==> src/rtl/fp_pool_reduce.sv <==
// Streaming per-lane max/min pooling over WINDOW consecutive beats of packed FP vectors.
// Any NaN in a lane's window forces that lane's result to the canonical qNaN.
module fp_pool_reduce #(
    parameter int unsigned EXP_W  = 8,
    parameter int unsigned MAN_W  = 23,
    parameter int unsigned LANES  = 4,
    parameter int unsigned WINDOW = 4
) (
    input  logic                                 clk,
    input  logic                                 rst,
    input  logic                                 mode,
    input  logic                                 in_valid,
    output logic                                 in_ready,
    input  logic [LANES*(1+EXP_W+MAN_W)-1:0]     in_data,
    output logic                                 out_valid,
    input  logic                                 out_ready,
    output logic [LANES*(1+EXP_W+MAN_W)-1:0]     out_data,
    output logic [LANES-1:0]                     out_nan
);
    localparam int unsigned W     = 1 + EXP_W + MAN_W;
    localparam int unsigned CNT_W = (WINDOW > 1) ? $clog2(WINDOW) : 1;
    localparam logic [CNT_W-1:0] LAST = CNT_W'(WINDOW - 1);
    localparam logic [W-1:0] QNAN = {1'b0, {EXP_W{1'b1}}, 1'b1, {(MAN_W-1){1'b0}}};

    // Monotonic unsigned key: larger key means larger FP value, -0 below +0.
    function automatic logic [W-1:0] order_key(input logic [W-1:0] x);
        return x[W-1] ? ~x : {1'b1, x[W-2:0]};
    endfunction

    function automatic logic is_nan(input logic [W-1:0] x);
        return (&x[W-2 -: EXP_W]) && (|x[MAN_W-1:0]);
    endfunction

    logic [CNT_W-1:0]   cnt;
    logic               mode_q;
    logic [W-1:0]       acc     [LANES];
    logic [W-1:0]       acc_nxt [LANES];
    logic [LANES-1:0]   nan_acc;
    logic [LANES-1:0]   nan_nxt;
    logic [LANES*W-1:0] result;
    logic               last_beat;
    logic               accept;

    assign last_beat = (cnt == LAST);
    // Only the closing beat of a window must wait for a stalled result.
    assign in_ready  = !(last_beat && out_valid && !out_ready);
    assign accept    = in_valid && in_ready;

    for (genvar i = 0; i < int'(LANES); i++) begin : g_lane
        logic [W-1:0] elem;
        logic         elem_nan;
        logic         take;

        assign elem     = in_data[i*W +: W];
        assign elem_nan = is_nan(elem);
        // Strict compare: ties keep the accumulator.
        assign take     = mode_q ? (order_key(elem) < order_key(acc[i]))
                                 : (order_key(elem) > order_key(acc[i]));
        assign acc_nxt[i]        = (cnt == '0) ? elem : (take ? elem : acc[i]);
        assign nan_nxt[i]        = (cnt == '0) ? elem_nan : (nan_acc[i] | elem_nan);
        assign result[i*W +: W]  = nan_nxt[i] ? QNAN : acc_nxt[i];
    end

    always_ff @(posedge clk) begin
        if (rst) begin
            cnt       <= '0;
            mode_q    <= 1'b0;
            nan_acc   <= '0;
            out_valid <= 1'b0;
            out_data  <= '0;
            out_nan   <= '0;
            for (int i = 0; i < int'(LANES); i++) begin
                acc[i] <= '0;
            end
        end else begin
            if (out_valid && out_ready) begin
                out_valid <= 1'b0;
            end
            if (accept) begin
                for (int i = 0; i < int'(LANES); i++) begin
                    acc[i] <= acc_nxt[i];
                end
                nan_acc <= nan_nxt;
                if (cnt == '0) begin
                    mode_q <= mode;
                end
                if (last_beat) begin
                    out_data  <= result;
                    out_nan   <= nan_nxt;
                    out_valid <= 1'b1;
                    cnt       <= '0;
                end else begin
                    cnt <= cnt + CNT_W'(1);
                end
            end
        end
    end

endmodule

==> config.mk <==
export PLATFORM = sky130hd
export DESIGN_NAME = fp_pool_reduce
export DESIGN_NICKNAME = d
export VERILOG_FILES = /design/src/rtl/fp_pool_reduce.sv
export SDC_FILE = /design/constraint.sdc
export NUM_CORES = 1
export LEC_CHECK = 0
export CELL_PAD_IN_SITES_DETAIL_PLACEMENT = 1
export CELL_PAD_IN_SITES_GLOBAL_PLACEMENT = 1
export CORE_ASPECT_RATIO = 1.2
export CORE_MARGIN = 2
export CORE_UTILIZATION = 37
export CTS_CLUSTER_SIZE = 12
export DETAILED_ROUTE_END_ITERATION = 8
export MAX_ROUTING_LAYER = met4
export PLACE_DENSITY_LB_ADDON = 0.12
export SYNTH_ARGS = -nofsm -noshare
export SYNTH_HDL_FRONTEND = slang
export SYNTH_SLANG_ARGS = --single-unit
export TNS_END_PERCENT = 30
==> constraint.sdc <==
create_clock -name clk -period 6.7 [get_ports clk]
set_input_delay 1.34 -clock clk [delete_from_list [all_inputs] [get_ports clk]]
set_output_delay 1.34 -clock clk [all_outputs]
set_load 0.01 [all_outputs]
==> flow_summary.yaml <==
outcome:
  run_status: "finished clean"
yosys:
  synth-main-ff-cell: "dfxtp_1"
  ys_ff_latch: 268
  synthCells: 1657
  synth_nets: 1920
  synth-edff-count: 128
  ys_seq_area_frac: 0.410
  avgSynthCellArea_um2: 9.79
  synth_area_leaders: "edfxtp_1 24%, dfxtp_1 17%, ha_1 10%"
  synth_top_family_by_area: "XOR/XNOR gates"
  synthesis.area_um2: 16200
  yosysMostFrequentCell: "nor2_1"
  synthSimpleGateAreaFrac: 0.129
  async_flop_share: 0
  synthAdderAreaFrac: 0.100
  synth_top_area_cell: "edfxtp_1"
  ys.warnings.count: 0
  synth_top_area_frac: 0.237
  synth_common_cells: "194 x nor2_1, 141 x nand2_1, 140 x dfxtp_1"
  synth-compound-area-share: 0.120
  synth.distinct_cells: 55
  synthXorXnorAreaFrac: 0.134
  synth.area.mux_share: 0.0790
worst_setup_path:
  crit_required_ps: 6990
  slowest_stage: "buf_2"
  r2r_end: "acc[3][10]$_SDFFCE_PN0P_"
  cp_cell_sequence: "buf_2 > xor2_1 > ha_1 > a21oi_1 > o21ai_0 > a221o_1 > o31ai_1 > a21bo_1 > nand3_2 > buf_4 > mux2i_1 > nor2_1"
  reg2reg_slack_ps: 2240
  cp.arrival_ps: 4940
  critPathKind: "input port to flop"
  worst_setup_path_end_kind: "flop"
  cp_max_fo: 34
  timing.rr.start: "acc[3][31]$_SDFFCE_PN0P_"
  cp_slowest_stage_delay_ps: 680
  start_kind: "input port"
  r2r_cells: 12
floorplan:
  die_w_um: 195
  dieArea_um2: 45500
  fp.dieH_um: 233
  core_area_um2: 43500
  row_count: 84
  io_pins: 267
  initial_utilization: 0.373
min_path:
  hold_end: "out_data[72]$_SDFFE_PP0P_"
  min_from: "out_data[72]$_SDFFE_PP0P_"
  min_path_type: "flop to flop"
  min_path_cells: 2
layout:
  drive_above_1_share: 0.0453
  layout.nets: 2138
  diodes: 0
  area_delta_synth_final_pct: 25.6
  fill_cells: 4919
  fin_area_um2: 20400
clock_tree:
  cts.reportedPaths.clkPinSlew_ps: 60
  cts_setup_buffers: 0
  post_cts_resized: 0
  clk_latency_ps: 570
  cts_hold_buf: 0
  numCtsBuffers: 30
  h-tree-depth: 1
  cts_max_path_buffers: 3
  cts_root_buf: "clkbuf_16"
  cts_tree: "yes"
  clock-sinks: 268
routing:
  drt-total-wl_mm: 48.5
  wire_per_inst_um: 19.7
  detail_route.iter0.violations: 385
  postRouteAntennaNets: 0
  num_vias: 13000
  drc_errors: 0
  vias_per_cell: 5.30
  drtPass1Iterations: 4
sta:
  report.final.setup_viol: 0
  fin_crit_ps: 4650
  skew_ps: 8.63
  final_max_slew_viol_count: 0
  tightestPinTransition_ps: 1140
  relSlewSlack: 0.236
  finalCritPeriodShare: 0.694
  rsz0062_at_grt: "false"
  final_hold_viol_count: 0
  whs_ps: 451
  fmax_mhz: 215
  fin_tns_setup_ps: 0
power:
  clockPowerShare: 0.367
  power.density_nw_per_um2: 234
  combPwrFrac: 0.240
  switching_share: 0.293
  ir_drop_mv: 0.193
  p_int_uw: 3370
  power_switching_uw: 1400
  leakage_uw: 0.00785
  p_seq_frac: 0.393
placement:
  placed_cell_area_um2: 19400
  io_buffer_count: 266
  hpwl_mm: 35.1
  gp_congestion: 0.808
grt:
  grt_overflow: 0
  grt_max_degree: 68
  grt_use_total: 0.217
  antenna_found_initial: 0
  grt_pass1_vias: 14000
  grt_pass1_wl_mm: 77.4
flow_run:
  maxCapViolCount: 0
[stage by stage]
stage / std cells / total power (uW) / setup WS (ps) / utilization
after global placement: 2402 / 3030 / 1550 / 0.445
after CTS: 2458 / 4830 / 2050 / 0.468
after floorplan: 1657 / 2690 / 2000 / -
after global routing: 2458 / 5030 / 1670 / 0.468
after detailed placement: 2402 / 3060 / 1430 / 0.445
final: 2458 / 4770 / 2050 / 0.468
[layout make-up]
cell class / instances / area [um2] / share of cell area
multi-input combinational: 1274 / 9150 / 0.449
sequential: 268 / 6650 / 0.326
timing repair buffer: 290 / 2820 / 0.138
clock buffer: 42 / 827 / 0.0406
tap: 559 / 699 / 0.0343
clock inverter: 14 / 194 / 0.00952
inverter: 11 / 41.3 / 0.00203
[critical path, delay by kind of cell]
kind                       cells  cell delay [ps]
buffers and inverters          2             1100
muxes                          1              180
and+or+nand+nor                2              510
adders and majority gates      1              370
xor gates and xnor gates       1              150
AOI/OAI and AO/OA              5             1250
[cells in the final DEF, fill, tap and decap left out, drive strengths merged, types with 5 or more instances in the layout]
master / n
clkinv: 11
nand3: 19
dfxtp: 140
xor2: 124
nand2: 141
nor3b: 10
a21o: 35
ha: 130
nand4: 36
nor4: 25
nor3: 23
a221oi: 12
a21oi: 61
edfxtp: 128
buf: 29
bufinv: 5
clkbuf: 42
nor2: 194
clkdlybuf4s50: 261
and2: 5
and3: 6
a22o: 32
xnor2: 124
inv: 9
o21ai: 86
mux2i: 128
a211oi: 42
[registers in the layout (all words and copies together) (netlist names)]
signal     count
acc          128
out_nan        4
mode_q         1
out_valid      1
cnt            2
out_data     128
nan_acc        4
[worst max-delay path by stage]
stage	startpoint	to	slack, ps	cells past startpoint
floorplan	in_data[31]	acc[0][3]$_SDFFCE_PN0P_	2000	13
finish	in_data[127]	acc[3][10]$_SDFFCE_PN0P_	2050	12
detailed placement	in_data[127]	acc[3][16]$_SDFFCE_PN0P_	1430	12
CTS	in_data[127]	acc[3][16]$_SDFFCE_PN0P_	2050	12
global route	in_data[127]	acc[3][16]$_SDFFCE_PN0P_	1670	12
global placement	in_data[31]	acc[0][15]$_SDFFCE_PN0P_	1550	11
[cells by family (layout without fill, tap and decap cells)]
family                   count (synthesis)  after routing
AND/OR/NAND/NOR                        474            474
AO/OA/AOI/OAI                          294            294
flip-flops                             268            268
XOR/XNOR                               248            248
adder cells (fa/ha/maj)                130            130
multiplexers                           128            128
buffers and inverters                  115            357
[power by group through the flow]
stage	sequential [uW]	clock [uW]	combinational, uW
2_1_floorplan	1890	0	803
3_3_place_gp	1910	0	1120
3_5_place_dp	1910	0	1150
4_1_cts	1880	1790	1160
5_1_grt	1890	1850	1300
6_report	1870	1750	1140
[layer usage]
| metal | vias up | track usage | share of wire |
|---|---|---|---|
| met4 | 0 | 0.0460 | 0.017 |
| met3 | 48 | 0.0224 | 0.031 |
| met1 | 6390 | 0.272 | 0.46 |
| met2 | 231 | 0.381 | 0.49 |
| met5 | - | - | 0 |
| li1 | 6363 | - | - |
Note: power is estimated with default switching activity, not from simulation.
